===== src/rtl/id_hazard_scoreboard_if.sv =====
// id_hazard_scoreboard_if: decode-stage bus carrying source/dest indices, regfile data,
// forward sources and the resolved operands/stall back to the pipeline.
interface id_hazard_scoreboard_if #(
   parameter int IDX_W   = 5,
   parameter int XLEN    = 32,
   parameter int NUM_FWD = 3,
   parameter int LAT_W   = 3,
   parameter int SEL_W   = 2
);
   logic                     id_valid;
   logic [IDX_W-1:0]         id_rs1_idx;
   logic [IDX_W-1:0]         id_rs2_idx;
   logic                     id_rs1_used;
   logic                     id_rs2_used;
   logic [IDX_W-1:0]         id_rd_idx;
   logic                     id_reg_wr;
   logic [LAT_W-1:0]         id_lat;
   logic                     ex_ready;
   logic                     flush;
   logic [XLEN-1:0]          rf_rs1_data;
   logic [XLEN-1:0]          rf_rs2_data;
   logic [NUM_FWD*IDX_W-1:0] fwd_rd;
   logic [NUM_FWD-1:0]       fwd_wr;
   logic [NUM_FWD*XLEN-1:0]  fwd_data;
   logic [XLEN-1:0]          rs1_val;
   logic [XLEN-1:0]          rs2_val;
   logic [SEL_W-1:0]         rs1_sel;
   logic [SEL_W-1:0]         rs2_sel;
   logic                     stall;
   logic                     id_fire;
   logic [31:0]              stall_cnt;

   modport master (
      output id_valid, id_rs1_idx, id_rs2_idx, id_rs1_used, id_rs2_used, id_rd_idx,
             id_reg_wr, id_lat, ex_ready, flush, rf_rs1_data, rf_rs2_data,
             fwd_rd, fwd_wr, fwd_data,
      input  rs1_val, rs2_val, rs1_sel, rs2_sel, stall, id_fire, stall_cnt
   );

   modport slave (
      input  id_valid, id_rs1_idx, id_rs2_idx, id_rs1_used, id_rs2_used, id_rd_idx,
             id_reg_wr, id_lat, ex_ready, flush, rf_rs1_data, rf_rs2_data,
             fwd_rd, fwd_wr, fwd_data,
      output rs1_val, rs2_val, rs1_sel, rs2_sel, stall, id_fire, stall_cnt
   );
endinterface


===== src/rtl/id_hazard_scoreboard.sv =====
// id_hazard_scoreboard: per-register result-latency countdowns raising load/mul stalls,
// youngest-first operand bypass from ordered forward sources, and a saturating stall counter.
module id_hazard_scoreboard #(
   parameter int NUM_REGS = 32,
   parameter int IDX_W    = 5,
   parameter int XLEN     = 32,
   parameter int NUM_FWD  = 3,
   parameter int LAT_W    = 3,
   parameter int SEL_W    = 2
) (
   input logic                   clk,
   input logic                   rst,
   id_hazard_scoreboard_if.slave bus
);
   logic [LAT_W-1:0] r_cnt [NUM_REGS];
   logic [31:0]      r_stall_cnt;
   logic             w_haz1;
   logic             w_haz2;
   logic             w_stall;
   logic             w_fire;
   logic             w_load;
   logic [SEL_W-1:0] w_sel1;
   logic [SEL_W-1:0] w_sel2;
   logic [XLEN-1:0]  w_val1;
   logic [XLEN-1:0]  w_val2;

   // Hazards look only at counts left by older instructions, never the one issuing now.
   assign w_haz1  = bus.id_rs1_used && bus.id_rs1_idx != '0 && r_cnt[bus.id_rs1_idx] != '0;
   assign w_haz2  = bus.id_rs2_used && bus.id_rs2_idx != '0 && r_cnt[bus.id_rs2_idx] != '0;
   assign w_stall = bus.id_valid && !bus.flush && (w_haz1 || w_haz2);
   assign w_fire  = bus.id_valid && !w_stall && !bus.flush && bus.ex_ready;
   assign w_load  = w_fire && bus.id_reg_wr && bus.id_rd_idx != '0;

   always_ff @(posedge clk) begin
      if (!rst) begin
         for (int r = 0; r < NUM_REGS; r++) r_cnt[r] <= '0;
         r_stall_cnt <= '0;
      end else begin
         r_cnt[0] <= '0;
         if (bus.ex_ready)
            for (int r = 1; r < NUM_REGS; r++)
               r_cnt[r] <= (w_load && bus.id_rd_idx == IDX_W'(r)) ? bus.id_lat :
                           (r_cnt[r] != '0) ? r_cnt[r] - LAT_W'(1) : '0;
         if (w_stall && r_stall_cnt != '1) r_stall_cnt <= r_stall_cnt + 32'd1;
      end
   end

   // Scan oldest to youngest so the youngest matching source is the one left standing.
   always_comb begin
      w_sel1 = '0;
      w_sel2 = '0;
      w_val1 = bus.rf_rs1_data;
      w_val2 = bus.rf_rs2_data;
      for (int k = NUM_FWD - 1; k >= 0; k--) begin
         if (bus.id_rs1_used && bus.id_rs1_idx != '0 && bus.fwd_wr[k] &&
             bus.fwd_rd[k*IDX_W +: IDX_W] == bus.id_rs1_idx) begin
            w_sel1 = SEL_W'(k + 1);
            w_val1 = bus.fwd_data[k*XLEN +: XLEN];
         end
         if (bus.id_rs2_used && bus.id_rs2_idx != '0 && bus.fwd_wr[k] &&
             bus.fwd_rd[k*IDX_W +: IDX_W] == bus.id_rs2_idx) begin
            w_sel2 = SEL_W'(k + 1);
            w_val2 = bus.fwd_data[k*XLEN +: XLEN];
         end
      end
   end

   assign bus.stall     = w_stall;
   assign bus.id_fire   = w_fire;
   assign bus.rs1_sel   = w_sel1;
   assign bus.rs2_sel   = w_sel2;
   assign bus.rs1_val   = w_val1;
   assign bus.rs2_val   = w_val2;
   assign bus.stall_cnt = r_stall_cnt;
endmodule


===== src/flat_wrapper.sv =====
// flat-port wrapper written by rule: the top's interface ports become plain ports
module id_hazard_scoreboard_flat 
#(
   parameter int NUM_REGS = 32,
   parameter int IDX_W    = 5,
   parameter int XLEN     = 32,
   parameter int NUM_FWD  = 3,
   parameter int LAT_W    = 3,
   parameter int SEL_W    = 2
)
  (clk, rst, bus_id_valid, bus_id_rs1_idx, bus_id_rs2_idx, bus_id_rs1_used, bus_id_rs2_used, bus_id_rd_idx, bus_id_reg_wr, bus_id_lat, bus_ex_ready, bus_flush, bus_rf_rs1_data, bus_rf_rs2_data, bus_fwd_rd, bus_fwd_wr, bus_fwd_data, bus_rs1_val, bus_rs2_val, bus_rs1_sel, bus_rs2_sel, bus_stall, bus_id_fire, bus_stall_cnt);
  id_hazard_scoreboard_if #(.IDX_W(IDX_W), .XLEN(XLEN), .NUM_FWD(NUM_FWD), .LAT_W(LAT_W), .SEL_W(SEL_W)) bus_i ();
  input logic clk;
  input logic rst;
  input wire logic [$bits(bus_i.id_valid)-1:0] bus_id_valid;
  input wire logic [$bits(bus_i.id_rs1_idx)-1:0] bus_id_rs1_idx;
  input wire logic [$bits(bus_i.id_rs2_idx)-1:0] bus_id_rs2_idx;
  input wire logic [$bits(bus_i.id_rs1_used)-1:0] bus_id_rs1_used;
  input wire logic [$bits(bus_i.id_rs2_used)-1:0] bus_id_rs2_used;
  input wire logic [$bits(bus_i.id_rd_idx)-1:0] bus_id_rd_idx;
  input wire logic [$bits(bus_i.id_reg_wr)-1:0] bus_id_reg_wr;
  input wire logic [$bits(bus_i.id_lat)-1:0] bus_id_lat;
  input wire logic [$bits(bus_i.ex_ready)-1:0] bus_ex_ready;
  input wire logic [$bits(bus_i.flush)-1:0] bus_flush;
  input wire logic [$bits(bus_i.rf_rs1_data)-1:0] bus_rf_rs1_data;
  input wire logic [$bits(bus_i.rf_rs2_data)-1:0] bus_rf_rs2_data;
  input wire logic [$bits(bus_i.fwd_rd)-1:0] bus_fwd_rd;
  input wire logic [$bits(bus_i.fwd_wr)-1:0] bus_fwd_wr;
  input wire logic [$bits(bus_i.fwd_data)-1:0] bus_fwd_data;
  output wire logic [$bits(bus_i.rs1_val)-1:0] bus_rs1_val;
  output wire logic [$bits(bus_i.rs2_val)-1:0] bus_rs2_val;
  output wire logic [$bits(bus_i.rs1_sel)-1:0] bus_rs1_sel;
  output wire logic [$bits(bus_i.rs2_sel)-1:0] bus_rs2_sel;
  output wire logic [$bits(bus_i.stall)-1:0] bus_stall;
  output wire logic [$bits(bus_i.id_fire)-1:0] bus_id_fire;
  output wire logic [$bits(bus_i.stall_cnt)-1:0] bus_stall_cnt;
  assign bus_i.id_valid = bus_id_valid;
  assign bus_i.id_rs1_idx = bus_id_rs1_idx;
  assign bus_i.id_rs2_idx = bus_id_rs2_idx;
  assign bus_i.id_rs1_used = bus_id_rs1_used;
  assign bus_i.id_rs2_used = bus_id_rs2_used;
  assign bus_i.id_rd_idx = bus_id_rd_idx;
  assign bus_i.id_reg_wr = bus_id_reg_wr;
  assign bus_i.id_lat = bus_id_lat;
  assign bus_i.ex_ready = bus_ex_ready;
  assign bus_i.flush = bus_flush;
  assign bus_i.rf_rs1_data = bus_rf_rs1_data;
  assign bus_i.rf_rs2_data = bus_rf_rs2_data;
  assign bus_i.fwd_rd = bus_fwd_rd;
  assign bus_i.fwd_wr = bus_fwd_wr;
  assign bus_i.fwd_data = bus_fwd_data;
  assign bus_rs1_val = bus_i.rs1_val;
  assign bus_rs2_val = bus_i.rs2_val;
  assign bus_rs1_sel = bus_i.rs1_sel;
  assign bus_rs2_sel = bus_i.rs2_sel;
  assign bus_stall = bus_i.stall;
  assign bus_id_fire = bus_i.id_fire;
  assign bus_stall_cnt = bus_i.stall_cnt;
  id_hazard_scoreboard #(.NUM_REGS(NUM_REGS), .IDX_W(IDX_W), .XLEN(XLEN), .NUM_FWD(NUM_FWD), .LAT_W(LAT_W), .SEL_W(SEL_W)) u_core (.clk(clk), .rst(rst), .bus(bus_i));
endmodule

===== config.mk =====
export PLATFORM = sky130hd
export DESIGN_NAME = id_hazard_scoreboard_flat
export DESIGN_NICKNAME = d
export VERILOG_FILES = /design/src/rtl/id_hazard_scoreboard_if.sv /design/src/rtl/id_hazard_scoreboard.sv /design/src/flat_wrapper.sv
export SDC_FILE = /design/constraint.sdc
export NUM_CORES = 1
export LEC_CHECK = 0
export BUFFER_PORTS_ARGS = -buffer_cell sky130_fd_sc_hd__clkbuf_2
export CORE_ASPECT_RATIO = 1.75
export CORE_MARGIN = 3
export CORE_UTILIZATION = 30
export CTS_BUF_LIST = sky130_fd_sc_hd__clkbuf_4
export DETAILED_ROUTE_END_ITERATION = 10
export GPL_ROUTABILITY_DRIVEN = 0
export RECOVER_POWER = 50
export SYNTH_ARGS = -nofsm -noshare
export SYNTH_HDL_FRONTEND = slang
export SYNTH_SLANG_ARGS = --single-unit

===== constraint.sdc =====
create_clock -name clk -period 8.45 [get_ports clk]
set_input_delay 1.69 -clock clk [delete_from_list [all_inputs] [get_ports clk]]
set_output_delay 1.69 -clock clk [all_outputs]
set_load 0.02 [all_outputs]

# Yosys cells after proc, flatten, opt, wreduce, memory -nomap -nowiden
# Memory sizes are Yosys's and may differ from the RTL's.
# Cells that the tools add are included.
# word_totals
mem_count	1
mem_bits_rw	96
output_inout_bits	102
regBits	32
inputBits	204
wordCells	309
# mem_list
name	depth	width	rd	rd_clocked_by_memory_dff	write_ports	line	source
u_core.r_cnt	32	3	33	0	32	id_hazard_scoreboard.sv:15	logic [LAT_W-1:0] r_cnt [NUM_REGS];
# classes
mux	111
bitwise_logic	32
addsub	32
n_reduce_logical	94
n_eq_ne	38
# ops
op	n
$mux W3	94
$mux W32	6
$reduce_bool A3 Y1	33
$sub A3 B1 Y3 const B	31
$eq A5 B5 Y1 const B	16
$logic_and A1 B1 Y1	55
$eq A5 B4 Y1 const B	8
$add A32 B1 Y32 const B	1
$ne A32 B32 Y1 const B	1
$or A1 B1 Y1	32
$eq A5 B5 Y1	6
$eq A5 B3 Y1 const B	4
$reduce_bool A5 Y1	3
$mux W2	6
$eq A5 B2 Y1 const B	2
$eq A5 B1 Y1 const B	1
$mux W1	5
$logic_not A1 Y1	2
$logic_or A1 B1 Y1	1

# Depth between registers and ports, before layout
# depth
word_depth	14
depth_mapped	13
ltp_nobuf	7

# Worst setup path before layout
# OpenSTA, ideal clock, no wires.
# synth_path
kind	in2out
startpoint	in bus_id_rs1_idx[4]
endpoint	out bus_id_fire
t_arrival_ns	3.864
cell_stages	10
slack_ns	2.896
path_buffers	4
required_ns	6.760
path_cell_list	clkbuf_1 > or4_1 > o21ai_1 > nor2_1 > a211oi_1 > o221a_4 > buf_6 > buf_4 > buf_2 > and3_1
# synth_via
elab_chain_cells	9
word_cells_on_any_way	11
cone_classes	reduce/logical (10); memory (1)
# synth_lines
item	line	source
start: declaration	flat_wrapper.sv:16	input wire logic [$bits(bus_i.id_rs1_idx)-1:0] bus_id_rs1_idx;
$mem_v2 Z32 W3 or $reduce_bool A5 Y1 (tied branches)	-	
$reduce_bool A3 Y1 or $logic_and A1 B1 Y1 (tied branches)	id_hazard_scoreboard.sv:28	assign w_haz1 = bus.id_rs1_used && bus.id_rs1_idx != '0 && r_cnt[bus.id_rs1_idx] != '0;
$logic_and A1 B1 Y1 *	id_hazard_scoreboard.sv:28	
$logic_or A1 B1 Y1 *	id_hazard_scoreboard.sv:30	assign w_stall = bus.id_valid && !bus.flush && (w_haz1 || w_haz2);
$logic_and A1 B1 Y1 *	id_hazard_scoreboard.sv:30	
$logic_not A1 Y1 *	id_hazard_scoreboard.sv:31	assign w_fire = bus.id_valid && !w_stall && !bus.flush && bus.ex_ready;
$logic_and A1 B1 Y1 * (3 in series)	id_hazard_scoreboard.sv:31	
end: declaration	flat_wrapper.sv:35	output wire logic [$bits(bus_i.id_fire)-1:0] bus_id_fire;
# Mark *: on every way between the ends. The rest lies on a longest branch, timed or not.

# Final worst setup path
# layout_path
startpoint	in bus_id_rs1_idx[1]
endpoint	out bus_id_fire
# Same word-level chain as after synthesis.

==> metrics <==
status=complete, but fails checks; failing checks=max-capacitance violations, max-slew violations; Post-Place Cells=between 1500 and 2000; first-pass GRT wire length=~60 mm; via count=about 11000; critical path launch point=bus_id_rs1_idx[1]; Post-Layout Cell Count=~2000; Wirelength per Cell=19.58 um; CTS Buf Count=17; io pins=306; hold_sp=u_core.bus.stall_cnt[15]$_SDFFE_PN0P_; CTS root buffer=clkbuf_4; library cells used by synthesis=62; pwr/cell area=123.5 mW/mm^2; Residual DRC=0; met3 Use GR=roughly 4.4%; Post-CTS Hold Buffers=0; Slew headroom=-48.30%; sinks on the clock net=between 100 and 150; largest area contributor in the synthesized netlist=edfxtp_1; DRT Pass-1 Iters=5; Max clock buf depth=2; Clk Latency, worst-skew pair=around 0.59 ns; Placeable Area=0.03689 sq mm; cts repair resizes=0; critical path fanouts, max=88; share of the synthesized area in the top cell type=between 20 and 25%; gr ovfl total=0; full die area=~0.040 sq mm; Final Power=around 1.6 mW; largest net degree at the start of global routing=89; Final Max Tran Viols=88; fin worst setup slack=roughly 1.5 ns; Min-Delay Path Class=reg -> reg; Initial Util=30.47%; Post-synth EDFFs=93; CP Class=in -> out; final hold violations=0; final WL=roughly 40 mm; VDD IR-drop max=0.00009390 V; Post-Syn Area=about 0.011 sq mm; antenna violations before repair=5; Tmin final=6.932 ns; ranking of synthesized cells by area=edfxtp_1 (25%), mux2i_1 (14%), ha_1 (7.0%), dfxtp_1 (5.7%), a211oi_1 (4.7%); Synth Flop Type=edfxtp_1; final setup violation count=0; sequential fraction of the synthesis area=between 30% and 40%; Achievable Freq=between 0.1 and 0.15 GHz; TritonCTS clock tree=built; Worst R2R End=u_core.r_cnt[20][1]$_SDFFCE_PN0P_; Synth Net Count=1556; DP Wirelength=between 30 and 40 mm; period utilization=82.04%; Layout area overhead=18.52%; worst r2r src=u_core.r_cnt[1][2]$_SDFFCE_PN0P_; R2R depth=7; RSZ-0062 raised after global routing=no; die width=between 150 and 200 um; H-tree Lvls=4; setup TNS=0 ns; GR Util met1=19.72%; fraction of layout cells with a size suffix above 1=between 20% and 30%; Mapped Avg Cell Area=just under 9 sq um; Worst EP required=between 6 and 7 ns; Layout Nets=1795; row cnt=93; Die Span Y=between 200 and 300 um; Hold Path Sink=u_core.bus.stall_cnt[15]$_SDFFE_PN0P_; Syn Inst Count=~1300; vias in the first global route=~10000; ys async rst share=0%; gr busiest metal=met2; vias per std cell=between 5 and 6; max cap viols=3; clock skew=between 0.02 and 0.03 ns; leakage power=approximately 5.9 nW; Worst setup SP type=input pin; Ys Warns=0; post-route ant nets=0; pre-CTS setup slack=between 1.5 and 2 ns; R2R setup slack=4.56 ns; Worst Hold Depth=2; Slew @ Worst Pin=2.224 ns; Total GRT Usage=18.93%; crit path capture type=primary output; clock-pin slew on the worst setup and hold paths=0.10 ns; Yosys reg bits=around 130; Layout Utilization=approximately 36%; CP Data Arrival Time=~5.2 ns; IO buf count=between 300 and 400; DRT iter0 DRCs=664; post-CTS setup buffer count=0; GRT met2 Usage=36.00%
layout make-up:
class / count / area (sq um)
fillers: 3782 / 23570
flip-flops and latches: 125 / 3433
inverters: 72 / 270.3
well taps: 475 / 594.3
diodes: 3 / 7.507
clock buffers: 20 / 150.1
repair buffers: 317 / 1565
clock inverters: 12 / 167.7
multi-input cells: 995 / 7133
routing by layer:
layer / up-vias / routed length [um]
li1: 5172 / -
met1: 5154 / 14700
met2: 425 / 20810
met3: 88 / 2366
met4: 4 / 1636
met5: - / 22
through the flow:
step                hold WS [ns]  cell area (sq um)
floorplan                 0.5452              11240
global placement          0.4680              13060
detailed placement        0.4715              13060
CTS                       0.4874              13380
global route              0.5214              13320
finish                    0.4856              13320
placed cells by master, fill, tap and decap left out, drive strengths merged, types with 5 or more instances in the layout:
cell type / netlist / routed
ha: 63 / 63
and3: 15 / 15
nor4b: 5 / 5
nand3: 13 / 13
dfxtp: 32 / 32
edfxtp: 93 / 93
nand2: 136 / 136
o21ai: 42 / 42
or4: 7 / 7
nor3: 28 / 28
nand2b: 10 / 10
nand4: 33 / 33
mux2i: 160 / 160
nor4: 9 / 9
mux2: 11 / 11
mux4: 10 / 10
nor2b: 7 / 7
buf: 33 / 9
a211oi: 71 / 71
a21oi: 36 / 36
and2: 10 / 10
nor2: 113 / 113
clkbuf: 64 / 328
or3: 50 / 50
nor3b: 6 / 6
inv: 72 / 76
a2111oi: 5 / 5
a21o: 67 / 67
and4: 16 / 16
xnor2: 30 / 30
registers in the layout (all words and copies together) (netlist names):
register and flops:
u_core.bus.stall_cnt 32, u_core.r_cnt 93
worst max-delay path by stage:
stage,end,slack [ns]
after floorplan,bus_id_fire,2.90
after global placement,bus_id_fire,2.06
after detailed placement,bus_id_fire,1.95
after CTS,bus_id_fire,1.96
after global routing,bus_id_fire,1.41
final,bus_id_fire,1.52
kinds of logic (layout without fill, tap and decap cells):
family	Yosys count	count (layout)	share of synthesized area, %
AO/OA/AOI/OAI	254	254	15.60
adder cells (fa/ha/maj)	63	63	7.013
buffers and inverters	169	421	6.201
XOR/XNOR	30	30	2.338
flip-flops	125	125	30.55
other	0	3	0
multiplexers	181	181	17.36
AND/OR/NAND/NOR	467	467	20.95
where the power goes:
part,internal (mW),switching [mW]
Sequential,0.702,0.0370
Combinational,0.160,0.255
Clock,0.243,0.248
synthesized netlist by cell type, drive strengths merged (5+ instances only):
| master | instances |
|---|---|
| a2111oi | 5 |
| and3 | 15 |
| a211oi | 71 |
| nand3 | 13 |
| xnor2 | 30 |
| or4 | 7 |
| nor4b | 5 |
| mux4 | 10 |
| a21oi | 36 |
| nand2b | 10 |
| dfxtp | 32 |
| inv | 72 |
| ha | 63 |
| nor3 | 28 |
| and2 | 10 |
| nand2 | 136 |
| mux2 | 11 |
| nor4 | 9 |
| o21ai | 42 |
| or3 | 50 |
| buf | 33 |
| and4 | 16 |
| nor2 | 113 |
| edfxtp | 93 |
| nand4 | 33 |
| nor2b | 7 |
| clkbuf | 64 |
| nor3b | 6 |
| a21o | 67 |
| mux2i | 160 |
worst max-delay path, cell delays in order:
cell and delay [ns]:
clkbuf_1 1.03, mux4_2 0.64, a2111oi_0 0.62, a211oi_1 0.17, o221a_4 0.58, and3_1 0.31, clkbuf_2 0.15
Power figures use the tool's default switching activity.
